--- config.mk ---
export PLATFORM = sky130hd
export DESIGN_NAME = sync_filter
export DESIGN_NICKNAME = d
export VERILOG_FILES = /design/src/rtl/sync_filter_pkg.sv /design/src/rtl/sync_filter_chan.sv /design/src/rtl/sync_filter.sv
export SDC_FILE = /design/constraint.sdc
export NUM_CORES = 1
export LEC_CHECK = 0
export ABC_AREA = 1
export CAP_MARGIN = 10
export CORE_AREA = 2 2 39 41
export CTS_CLUSTER_SIZE = 10
export DETAILED_ROUTE_END_ITERATION = 6
export DIE_AREA = 0 0 41 43
export PLACE_DENSITY = 0.41
export SYNTH_ARGS = -nofsm -noshare
export SYNTH_HDL_FRONTEND = slang
export SYNTH_SLANG_ARGS = --single-unit
--- constraint.sdc ---
create_clock -name clock -period 2.3 [get_ports clock]
set_input_delay 0.575 -clock clock [delete_from_list [all_inputs] [get_ports clock]]
set_output_delay 0.575 -clock clock [all_outputs]
set_load 0.005 [all_outputs]
--- src/rtl/sync_filter_pkg.sv ---
// Shared defaults, legal minimums and helpers for the input-conditioning blocks.
package sync_filter_pkg;

   localparam int STAGES_DEF = 2;
   localparam int FILT_DEF   = 4;
   localparam int STAGES_MIN = 2;
   localparam int FILT_MIN   = 1;

   // Per-edge filter action: hold, count another mismatch, or take the new level
   typedef enum logic [1:0] {
      FILT_STABLE,
      FILT_PENDING,
      FILT_ACCEPT
   } filt_e;

   // clog2 with a floor of 1 bit so FILT=1 still gets a legal counter
   function automatic int cnt_width(input int filt);
      int w;
      w = 1;
      while ((1 << w) < filt) w++;
      return w;
   endfunction

endpackage

--- src/rtl/sync_filter_chan.sv ---
// One conditioned channel: synchronizer chain, consecutive-sample glitch filter
// and registered rise/fall pulses aligned with the level change.
module sync_chan
   import sync_filter_pkg::*;
#(
   parameter int STAGES = STAGES_DEF,
   parameter int FILT   = FILT_DEF
) (
   input  logic clock,
   input  logic reset_n,
   input  logic in,
   output logic out,
   output logic rise,
   output logic fall
);

   localparam int CW = cnt_width(FILT);
   localparam logic [CW-1:0] CMAX = CW'(FILT - 1);

   if (STAGES < STAGES_MIN || FILT < FILT_MIN) begin : g_bad_param
      $fatal(1, "sync_chan: STAGES must be >= 2 and FILT >= 1");
   end

   logic [STAGES-1:0] sync;
   logic [CW-1:0]     cnt;
   logic [CW-1:0]     cnt_nxt;
   logic              sy;
   filt_e             act;

   assign sy = sync[STAGES-1];

   always_ff @(posedge clock) begin
      if (!reset_n) sync <= '0;
      else          sync <= {sync[STAGES-2:0], in};
   end

   // A return to the old level clears the count rather than pausing it
   always_comb begin
      act     = FILT_STABLE;
      cnt_nxt = '0;
      if (sy != out) begin
         if (cnt == CMAX) begin
            act = FILT_ACCEPT;
         end else begin
            act     = FILT_PENDING;
            cnt_nxt = cnt + 1'b1;
         end
      end
   end

   always_ff @(posedge clock) begin
      if (!reset_n) begin
         cnt  <= '0;
         out  <= 1'b0;
         rise <= 1'b0;
         fall <= 1'b0;
      end else begin
         cnt  <= cnt_nxt;
         rise <= (act == FILT_ACCEPT) &&  sy;
         fall <= (act == FILT_ACCEPT) && !sy;
         if (act == FILT_ACCEPT) out <= sy;
      end
   end

endmodule

--- src/rtl/sync_filter.sv ---
// N independent conditioned channels for asynchronous inputs entering the clock domain.
module sync_filter
   import sync_filter_pkg::*;
#(
   parameter int N      = 1,
   parameter int STAGES = STAGES_DEF,
   parameter int FILT   = FILT_DEF
) (
   input  logic       clock,
   input  logic       reset_n,
   input  logic [1:N] in,
   output logic [1:N] out,
   output logic [1:N] rise,
   output logic [1:N] fall
);

   for (genvar i = 1; i <= N; i++) begin : g_chan
      sync_chan #(
         .STAGES (STAGES),
         .FILT   (FILT)
      ) u_chan (
         .clock   (clock),
         .reset_n (reset_n),
         .in      (in[i]),
         .out     (out[i]),
         .rise    (rise[i]),
         .fall    (fall[i])
      );
   end

endmodule

==> results.ini, run 1 <==
[floorplanning]
dieArea_um2 = 1760
die_width_um = 41
start_util_pct = 17.6
ios = 6
core_area_um2 = 1380
num_rows = 14
die_y_um = 43

[placed_design]
dpl_worst_slack_ps = 825
routabilityCongestion = 0.602
place_hpwl_um = 325
port-buffer-count = 5

[yosys]
synth_compound_area_share_pct = 4.10
yosysTopAreaCellShare_pct = 57.4
yosysMostFrequentCell = dfxtp_1
synth_fa_ha_area_share_pct = 5.13
synth_top_family_by_area = simple AND/OR/NAND/NOR gates
synth-simple-area-share_pct = 22.6
netlist_area_um2 = 244
synthTopCellsByArea = dfxtp_1 57%, inv_1 9.2%, nor2_1 6.2%
synth_ff_type = dfxtp_1
synth_cell_types = 11
ys_ff_latch = 7
avgSynthCellArea_um2 = 8.71
synth_async_sr_flop_share_pct = 0
synthesis.nets = 32
synth_edf_count = 0
yosys_warnings = 0
seq_area_frac_synth_pct = 57.4
synth_mux_area_share_pct = 0
synth_top_area_cell = dfxtp_1
synth_xor_area_share_pct = 0
synth_commonest_cells = 7 x dfxtp_1, 6 x inv_1, 4 x nor2_1, 3 x nand2_1, 2 x nand3_1
syn_inst = 28

[grt]
grt_use_met2_pct = 9.38
grt_usage_pct = 6.24
grt-ovfl-total = 0
top_usage_layer = met2
grt_pass1_vias = 189
grt_util_met3_pct = 3.14
grt_start_max_net_pins = 6
use_met1_pct = 5.52
antenna_found_initial = 0
grt_pass1_wl_um = 683

[clock_network]
cts_setup_buffers = 0
cts_hold_buf = 0
path_clk_slew_ps = 50
cts_max_level = 1
worstSkewPairLatency_ps = 240
clockBufferDepth = 2
cts_sinks = 7
cts-buffers-inserted = 3
clockRootBuffer = clkbuf_4
cts_tree = done
cts_resized = 0

[power]
power_leakage_nw = 0.148
p_sw_share_pct = 18.9
vdd_ir_drop_max_v = 0.000193
pwr-share-seq_pct = 52.1
intPower_w = 0.000194
clockPowerShare_pct = 44.4
switchingPower_w = 0.0000454
p_per_area_nw_per_um2 = 704
combPwrFrac_pct = 3.5

[critical_path]
crit_path_end_kind = primary output
crit_required_ps = 1730
crit_path_max_fanout = 5
cp_slowest_cell = clkdlybuf4s50_1
crit_buf_inv = 1
start_kind = flip-flop
crit_type = reg -> out
cpPeakStageDelay_ps = 520
critical_path.cell_chain = clkdlybuf4s50_1
crit_family = buffers and inverters
worstPathArrival_ps = 1150

[layout]
fillers = 163
area_delta_synth_final_pct = 39.5
multiInputGateArea_um2 = 77.6
drive_gt1_share_pct = 16.2
n_antenna_cell = 0
seq_area_um2 = 140
final_nets = 42

[detailed_routing]
wl_per_cell_um = 7.11
via_per_inst = 3.66
ant_nets = 0
dr.pass1.iters = 1
num_vias = 194
routed_wl_um = 377
drt_iter0_markers = 0
drc = 0

[sta]
hold_viol = 0
tns_ps = 0
clock_skew_ps = 2.20
max_freq_ghz = 0.581
period_needed_ps = 1720
rsz0062_at_grt = false
relSlewSlack_pct = 89.5
fin_ws_ps = 578
setup_viol = 0
tightestPinTransition_ps = 157
fin_crit_sh_pct = 74.9
slew_viol_final = 0
hold_slack_ps = 415

[run_status]
outcome = completed

[min_path]
hp-class = reg -> reg

[flow_run]
maxCapViolCount = 0

[power by group through the flow]
stage / clock [W] / combinational [W] / sequential [W]
after floorplan: 0 / 0.00000367 / 0.000127
after global placement: 0 / 0.00000812 / 0.000127
after detailed placement: 0 / 0.00000864 / 0.000127
after CTS: 0.000113 / 0.00000865 / 0.000125
after global routing: 0.000123 / 0.00000963 / 0.000125
final: 0.000106 / 0.00000837 / 0.000125
[final timing paths]
check / end / slack [ps] / startpoint / cells after the start
setup / recovery: out / 580 / g_chan[1].u_chan.out$_SDFFE_PN0N_ / 1
hold / removal: g_chan[1].u_chan.sync[1]$_SDFF_PN0_ / 420 / g_chan[1].u_chan.sync[0]$_SDFF_PN0_ / 2
setup reg to reg: g_chan[1].u_chan.out$_SDFFE_PN0N_ / 1380 / g_chan[1].u_chan.cnt[0]$_SDFF_PP0_ / 4
hold reg to reg: g_chan[1].u_chan.sync[1]$_SDFF_PN0_ / 420 / g_chan[1].u_chan.sync[0]$_SDFF_PN0_ / 2
[layer usage]
layer | vias up | part of all wire (%)
li1 | 103 | -
met3 | 2 | 9.3
met2 | 6 | 47
met1 | 83 | 41
met5 | - | 0
met4 | 0 | 2.7
[cells by family (layout without fill, tap and decap cells)]
kind of cell,Yosys count,in the layout
buffers and inverters,7,16
and+or+nand+nor,11,11
AOI/OAI and AO/OA,2,2
DFF,7,7
adders and majority gates,1,1
[layout by cell type, fill, tap and decap left out]
master	instances
dfxtp_1	7
nand4_2	1
ha_1	1
nand3_1	2
clkbuf_4	3
clkdlybuf4s50_1	5
inv_1	6
nand2_2	1
nand2_1	3
o21ai_0	1
inv_2	1
a21oi_1	1
nor2_1	4
clkbuf_1	1
[state kept, by name (all words and copies together) (netlist names)]
name                flops
g_chan.u_chan.rise      1
g_chan.u_chan.fall      1
g_chan.u_chan.cnt       2
g_chan.u_chan.sync      2
g_chan.u_chan.out       1
[worst min-delay path, stage by stage, from the launching register on]
cell,delay (ps)
dfxtp_1,300
nand2_1,50
inv_1,40
[through the flow]
step	instance area (µm²)	total power (W)	utilization [%]	instances
floorplan	244	0.000131	-	28
global placement	314	0.000135	22.7	49
detailed placement	314	0.000136	22.7	49
CTS	340	0.000246	24.6	53
global route	340	0.000258	24.6	53
finish	340	0.000239	24.6	53
[area by class of cell]
type | count | share of cell area (%)
multi-input combinational | 14 | 22.8
sequential | 7 | 41.2
clock buffer | 4 | 7.72
tap | 16 | 5.88
inverter | 7 | 7.72
timing repair buffer | 5 | 14.7
(Power assumes the default switching activity.)
==> inputs of run 2 (changes only) <==
--- a/config.mk
+++ b/config.mk
@@ -11,7 +11,7 @@
 export CTS_CLUSTER_SIZE = 10
 export DETAILED_ROUTE_END_ITERATION = 6
 export DIE_AREA = 0 0 41 43
-export PLACE_DENSITY = 0.41
+export PLACE_DENSITY = 0.42
 export SYNTH_ARGS = -nofsm -noshare
 export SYNTH_HDL_FRONTEND = slang
 export SYNTH_SLANG_ARGS = --single-unit
==> constraint.sdc (replaced) <==
create_clock -name clock -period 1.4 [get_ports clock]
set_input_delay 0.35 -clock clock [delete_from_list [all_inputs] [get_ports clock]]
set_output_delay 0.35 -clock clock [all_outputs]
set_load 0.005 [all_outputs]
==> run 2 against run 1 <==
Compared with the run above: cell area increased by 2.2%; flip-flop and latch count unchanged; wire length decreased by 9.3%; total power increased by 67%; non-clock buffer count increased by 1; setup slack got worse by 330 ps; clock power increased by 72%; sequential power increased by 64%; critical endpoint unchanged.
==> results.ini, run 2 (synthesis gave the netlist of run 1 again) <==
[detailed_routing]
dr.pass1.iters = 3
num_vias = 181
ant_nets = 0
drt_iter0_markers = 1
via_per_inst = 3.35
drc = 0
routed_wl_um = 342
wl_per_cell_um = 6.33

[sta]
hold_slack_ps = 415
hold_viol = 0
max_freq_ghz = 0.867
tightestPinTransition_ps = 151
fin_crit_sh_pct = 82.4
relSlewSlack_pct = 89.9
fin_ws_ps = 247
tns_ps = 0
slew_viol_final = 0
period_needed_ps = 1150
rsz0062_at_grt = false
clock_skew_ps = 2.53
setup_viol = 0

[floorplanning]
die_width_um = 41
ios = 6
dieArea_um2 = 1760
core_area_um2 = 1380
num_rows = 14
start_util_pct = 17.6
die_y_um = 43

[placed_design]
dpl_worst_slack_ps = 213
routabilityCongestion = 0.638
port-buffer-count = 5
place_hpwl_um = 259

[critical_path]
crit_required_ps = 1050
crit_path_end_kind = primary output
start_kind = flip-flop
crit_path_max_fanout = 2
crit_family = flip-flops
crit_buf_inv = 1
r2r_slack_ps = 470
worstPathArrival_ps = 800
critical_path.cell_chain = dlygate4sd2_1
cpPeakStageDelay_ps = 300
cp_slowest_cell = dfxtp_1
crit_type = reg -> out

[power]
vdd_ir_drop_max_v = 0.000275
p_per_area_nw_per_um2 = 1150
power_leakage_nw = 0.182
power.total_w = 0.000400

[grt]
grt_usage_pct = 5.33
antenna_found_initial = 0
grt-ovfl-total = 0
grt_pass1_vias = 164
grt_pass1_wl_um = 545
grt_start_max_net_pins = 5

[layout]
layout_commonest_cell = dfxtp_1
final_cell_mix = 7 x dfxtp_1, 6 x inv_1, 4 x nor2_1
seq_area_um2 = 140
drive_gt1_share_pct = 18.4
reg_top3 = g_chan.u_chan.cnt x2, g_chan.u_chan.sync x2
area_delta_synth_final_pct = 42.6
n_antenna_cell = 0
multiInputGateArea_um2 = 77.6
final_util_pct = 25.1
fillers = 154
final_nets = 43

[clock_network]
cts_hold_buf = 0
clockRootBuffer = clkbuf_4
cts_resized = 2
cts_max_level = 1
cts_tree = done
cts_sinks = 7
clockBufferDepth = 2
path_clk_slew_ps = 50
cts_setup_buffers = 0
cts-buffers-inserted = 3
worstSkewPairLatency_ps = 250

[min_path]
hp-class = reg -> reg

[flow_run]
maxCapViolCount = 0

[run_status]
outcome = completed

==> run 2: cell types whose count changed in the layout (fill, tap and decap cells not counted) <==
| cell | delta |
|---|---|
| buf_4 | +1 |
| clkdlybuf4s50_1 | -3 |
| dlygate4sd2_1 | +2 |
| dlymetal6s2s_1 | +1 |
==> run 2: area by class of cell <==
type                       instances  area share (%)
timing repair buffer               6            16.5
sequential                         7            40.3
tap                               16            5.76
clock buffer                       4            7.55
multi-input combinational         14            22.3
inverter                           7            7.55
==> run 2: path summary, 6_finish.rpt <==
check / start / endpoint / cells past startpoint
max: g_chan[1].u_chan.out$_SDFFE_PN0N_ / out / 1
min: g_chan[1].u_chan.sync[0]$_SDFF_PN0_ / g_chan[1].u_chan.sync[1]$_SDFF_PN0_ / 2
max reg2reg: g_chan[1].u_chan.cnt[0]$_SDFF_PP0_ / g_chan[1].u_chan.out$_SDFFE_PN0N_ / 4
min reg2reg: g_chan[1].u_chan.sync[0]$_SDFF_PN0_ / g_chan[1].u_chan.sync[1]$_SDFF_PN0_ / 2
==> run 2: where the power goes <==
group | switching [W] | internal [W]
clock | 0.0000732 | 0.000109
combinational | 0.00000603 | 0.00000738
sequential | 0.00000180 | 0.000203
total | 0.0000810 | 0.000319
==> run 2: metal layers <==
layer	GRT usage, %	vias to the layer above	wire, µm
met5	0	-	0
met4	8.00	0	0
met3	3.14	0	44
met2	5.63	6	134
met1	5.48	72	162
li1	-	103	-
==> run 2: through the flow <==
| step | instance area (µm²) | cells |
|---|---|---|
| floorplan | 244 | 28 |
| global placement | 322 | 50 |
| detailed placement | 322 | 50 |
| CTS | 345 | 54 |
| global route | 348 | 54 |
| finish | 348 | 54 |
==> inputs of run 3 (changes only) <==
--- a/config.mk
+++ b/config.mk
@@ -11,7 +11,7 @@
 export CTS_CLUSTER_SIZE = 10
 export DETAILED_ROUTE_END_ITERATION = 6
 export DIE_AREA = 0 0 41 43
-export PLACE_DENSITY = 0.42
+export PLACE_DENSITY = 0.41
 export SYNTH_ARGS = -nofsm -noshare
 export SYNTH_HDL_FRONTEND = slang
 export SYNTH_SLANG_ARGS = --single-unit
==> constraint.sdc (replaced) <==
create_clock -name clock -period 1.2 [get_ports clock]
set_input_delay 0.3 -clock clock [delete_from_list [all_inputs] [get_ports clock]]
set_output_delay 0.3 -clock clock [all_outputs]
set_load 0.005 [all_outputs]
==> run 3 against run 2 <==
Compared with the run above: wire length rose by 11%; largest power group unchanged; first-iteration DRC count did not move; non-clock buffer count did not move; sequential power rose by 17%; combinational power rose by 19%; clock skew rose by 6.3 ps; clock power rose by 18%; flip-flop and latch count did not move; hold slack improved by 1.9 ps; global-route usage rose by 1.4 points.
==> results.ini, run 3 (synthesis gave the netlist of run 1 again) <==
[run_status]
outcome = completed

[floorplanning]
die_width_um = 41
dieArea_um2 = 1760
ios = 6
num_rows = 14
start_util_pct = 17.6
die_y_um = 43
core_area_um2 = 1380

[detailed_routing]
drt_iter0_markers = 1
dr.pass1.iters = 2
via_per_inst = 3.52
drc = 0
ant_nets = 0
num_vias = 190
wl_per_cell_um = 7.00
routed_wl_um = 378

[critical_path]
start_kind = flip-flop
r2r-end = g_chan[1].u_chan.out$_SDFFE_PN0N_
crit_family = flip-flops
worstPathArrival_ps = 810
cp.depth = 1
reg2reg_from = g_chan[1].u_chan.cnt[0]$_SDFF_PP0_
crit_required_ps = 900
crit_path_max_fanout = 2
cpPeakStageDelay_ps = 310
r2r_slack_ps = 260
crit_path_end_kind = primary output
cp_slowest_cell = dfxtp_1
crit_buf_inv = 1
critical_path.cell_chain = dlygate4sd2_1
reg2reg_depth = 4
crit_type = reg -> out

[sta]
fin_ws_ps = 88.0
slew_viol_final = 0
fin_crit_sh_pct = 92.7
rsz0062_at_grt = false
tns_ps = 0
tightestPinTransition_ps = 143
setup_viol = 0
relSlewSlack_pct = 90.4
period_needed_ps = 1110
max_freq_ghz = 0.899
hold_viol = 0
clock_skew_ps = 8.78

[layout]
drive_gt1_share_pct = 18.4
reg_top3 = g_chan.u_chan.cnt x2, g_chan.u_chan.sync x2
area_delta_synth_final_pct = 41.0
n_antenna_cell = 0
final_nets = 43
layout_commonest_cell = dfxtp_1
final_cell_mix = 7 x dfxtp_1, 6 x inv_1, 4 x nor2_1
fillers = 159
layoutNonFillerInstCount = 54

[clock_network]
clockBufferDepth = 2
cts_setup_buffers = 0
clockRootBuffer = clkbuf_4
cts_sinks = 7
cts_tree = done
cts_max_level = 1
worstSkewPairLatency_ps = 250
path_clk_slew_ps = 60
cts-buffers-inserted = 3

[placed_design]
port-buffer-count = 5
dpl_worst_slack_ps = 76.5
numPlacedInstances = 50
place_hpwl_um = 280
routabilityCongestion = 0.671

[grt]
grt_usage_pct = 6.75
antenna_found_initial = 0
grt-ovfl-total = 0
grt_pass1_wl_um = 731
grt_pass1_vias = 200
grt_start_max_net_pins = 5

[flow_run]
maxCapViolCount = 0

[power]
power_leakage_nw = 0.168
vdd_ir_drop_max_v = 0.000415
p_per_area_nw_per_um2 = 1360

[min_path]
hp-class = reg -> reg
whs_path_depth = 2
min_to = g_chan[1].u_chan.sync[1]$_SDFF_PN0_
worstHoldStart = g_chan[1].u_chan.sync[0]$_SDFF_PN0_

==> run 3: how the worst max path moves through the flow <==
stage / startpoint / end / slack [ps]
2_1_floorplan: g_chan[1].u_chan.cnt[0]$_SDFF_PP0_ / g_chan[1].u_chan.out$_SDFFE_PN0N_ / 340
3_3_place_gp: reset_n / g_chan[1].u_chan.cnt[0]$_SDFF_PP0_ / 90
3_5_place_dp: reset_n / g_chan[1].u_chan.cnt[1]$_SDFF_PP0_ / 80
4_1_cts: g_chan[1].u_chan.out$_SDFFE_PN0N_ / out / 80
5_1_grt: g_chan[1].u_chan.out$_SDFFE_PN0N_ / out / 40
6_report: g_chan[1].u_chan.out$_SDFFE_PN0N_ / out / 90
==> run 3: final cells by class <==
type | instances | area [µm²] | share of cell area [%]
Multi-Input combinational cell | 14 | 77.6 | 22.5
Timing Repair Buffer | 6 | 53.8 | 15.6
Clock buffer | 4 | 26.3 | 7.64
Sequential cell | 7 | 140 | 40.7
Tap cell | 16 | 20.0 | 5.82
Inverter | 7 | 26.3 | 7.64
==> run 3: metrics by stage <==
stage | hold slack [ps] | power, W | cell area (µm²) | utilization, %
final | 417 | 0.000468 | 344 | 24.9
after global routing | 440 | 0.000493 | 344 | 24.9
after CTS | 421 | 0.000475 | 344 | 24.9
after detailed placement | 406 | 0.000260 | 322 | 23.2
after global placement | 398 | 0.000259 | 322 | 23.2
after floorplan | 390 | 0.000250 | 244 | -
==> run 3: repair_timing <==
item                                    in CTS  in global routing
gates resized for setup                      3                  0
hold buffers                                 0                  0
endpoints found under the setup margin       3                  0
==> run 3: worst min-delay path: stages (launching register included) <==
cell and delay [ps]:
dfxtp_1 310, nand2_1 50, inv_1 40
==> run 3: metal layers <==
| metal | routed length, µm | track usage, % | share of wire [%] | vias up |
|---|---|---|---|---|
| met5 | 0 | 0 | 0 | - |
| met4 | 7 | 6.00 | 1.9 | 0 |
| met3 | 39 | 4.71 | 10 | 2 |
| met2 | 168 | 8.75 | 44 | 6 |
| met1 | 163 | 6.84 | 43 | 79 |
| li1 | - | - | - | 103 |
==> run 3: power breakdown <==
part           switching [W]  internal (W)  leakage, nW
Combinational     0.00000733    0.00000861       0.0965
Clock              0.0000866      0.000127       0.0150
Sequential        0.00000213      0.000237       0.0569
==> RTL edit (config.mk and constraints of run 3) <==
Make the reset (`reset_n`) asynchronous in 2 clocked blocks.
--- a/src/rtl/sync_filter_chan.sv
+++ b/src/rtl/sync_filter_chan.sv
@@ -29,7 +29,7 @@
 
    assign sy = sync[STAGES-1];
 
-   always_ff @(posedge clock) begin
+   always_ff @(posedge clock or negedge reset_n) begin
       if (!reset_n) sync <= '0;
       else          sync <= {sync[STAGES-2:0], in};
    end
@@ -48,7 +48,7 @@
       end
    end
 
-   always_ff @(posedge clock) begin
+   always_ff @(posedge clock or negedge reset_n) begin
       if (!reset_n) begin
          cnt  <= '0;
          out  <= 1'b0;
Formal check against the unedited RTL: differs if reset_n is asserted again (counterexample within 10 cycles, from zero or initial values and one cycle with reset_n low); with reset_n held inactive, the same outputs for 10 cycles.
==> RTL edit against run 3 <==
Clock skew shrank 6.2 ps; fmax shrank 3.7%; global-route usage shrank 0.59 points; area after synthesis grew 1.0%; sequential cell count is the same; worst setup slack lost 42 ps; final area grew 1.1%; hold slack lost 110 ps; routed wire length grew 3.7%; non-clock buffer count is the same; largest cell class unchanged.
Power is not compared: it rests on default switching activity, and its combinational part moved more than twofold at a synthesized area within 25%.
==> RTL edit: results (changes against run 3) <==
metric,value,unit,change
ys_warn_count,0,,unchanged
crit_family,flip-flops,,
async_flop_share,100,%,+100 points
dp_hpwl,305,um,+9.1%
antenna_found_initial,0,,unchanged
grt_use_total,6.17,%,-0.59 points
r2r-start,g_chan[1].u_chan.cnt[0],,
insertion_delay,240,ps,
peakVddDrop,0.469,mV,
crit_slowest_cell,dfrtp_1,,
ys_seq_area_share,71.1,%,+14 points
clk_pin_slew,50,ps,
nNetsFinal,37,,-14%
clock_skew,2.53,ps,-6.25 ps
antenna_left,0,,unchanged
total_leakage_power,0.178,nW,
vias,166,,-13%
postCtsSetupRepairBufs,0,,unchanged
r2r_cells,3,,-1
placed_area,324,um2,+0.78%
place_congestion,0.606,,-9.7%
endpoint,rise,,
cts_buffers,3,,unchanged
clockRootBuffer,clkbuf_4,,
grt_pass1_vias,177,,-12%
drtPass1Iterations,2,,unchanged
rrSetupSlack,220,ps,-40 ps
drtIter0Drc,1,,unchanged
cp_slowest_stage_delay,350,ps,+40 ps
top_regs,"g_chan.u_chan.cnt (2), g_chan.u_chan.sync (2)",,
hold_class,in -> async,,
drive_gt1_share,15.6,%,-2.8 points
outcome,finished clean,,
synth.distinct_cells,9,,-2
cp_max_fo,1,,-1
grt_max_degree,8,,+3
cp-startpoint,g_chan[1].u_chan.rise,,
switching_share,27.5,%,
htreeDepth,1,,unchanged
num_antenna_cells,0,,unchanged
worst_pin_slew,315,ps,+172 ps
synth_area_leaders,"dfrtp_1, nand2_1, ha_1",,
ctsResizeCount,3,,unchanged
timing.rr.end,g_chan[1].u_chan.cnt[0],,
port_buffers,5,,unchanged
synth_nets,26,,-19%
cts_buffer_depth,2,,unchanged
wl_per_cell,8.17,um,+17%
ys.flop_type,dfrtp_1,,
grt_pass1_wl,641,um,-12%
synthTopCellsByCount,"dfrtp_1, nand2_1, inv_1",,
nFillCells,148,,-6.9%
## RTL edit: cell count changes in the layout (fill, tap and decap cells not counted), sizes merged, moves of 2 or more
cell	delta
dfxtp	-7
dfrtp	+7
nor2	-2
inv	-3
nor3	+2
nand3	-2
## RTL edit: area by class of cell
type | count | share of cell area [%]
sequential | 7 | 50.4
multi-input combinational | 11 | 16.2
timing repair buffer | 6 | 15.8
clock buffer | 4 | 7.55
tap | 16 | 5.76
inverter | 4 | 4.32
## RTL edit: power groups by stage
stage / Clock, mW / Sequential [mW] / Combinational (mW)
2_1_floorplan: 0 / 0.319 / 0.0914
3_3_place_gp: 0 / 0.310 / 0.181
3_5_place_dp: 0 / 0.315 / 0.191
4_1_cts: 0.220 / 0.311 / 0.178
5_1_grt: 0.234 / 0.315 / 0.204
6_report: 0.208 / 0.312 / 0.176
## RTL edit: per-stage QoR
| step | util, % | power [mW] | setup slack, ps | instances | hold slack, ps |
|---|---|---|---|---|---|
| 2_1_floorplan | - | 0.410 | 283 | 22 | 4.41 |
| 3_3_place_gp | 23.4 | 0.491 | 86.4 | 44 | 333 |
| 3_5_place_dp | 23.4 | 0.506 | 78.7 | 44 | 335 |
| 4_1_cts | 25.0 | 0.708 | 9.28 | 48 | 316 |
| 5_1_grt | 25.1 | 0.752 | 7.45 | 48 | 343 |
| 6_report | 25.1 | 0.697 | 45.6 | 48 | 312 |
## RTL edit: logic make-up (layout without fill, tap and decap cells)
kind of cell	count (synthesis)	in the layout	share of synthesized area [%]
simple gates	9	9	15.7
flops	7	7	71.1
compound gates	1	1	2.03
fa+ha+maj	1	1	5.08
buf+inv	4	14	6.09
## RTL edit: layer usage
metal  global-route usage, %  part of all wire [%]
met3                    3.14                    10
met5                       0                     0
met1                    5.26                    41
met2                    8.44                    49
met4                    8.00                     0
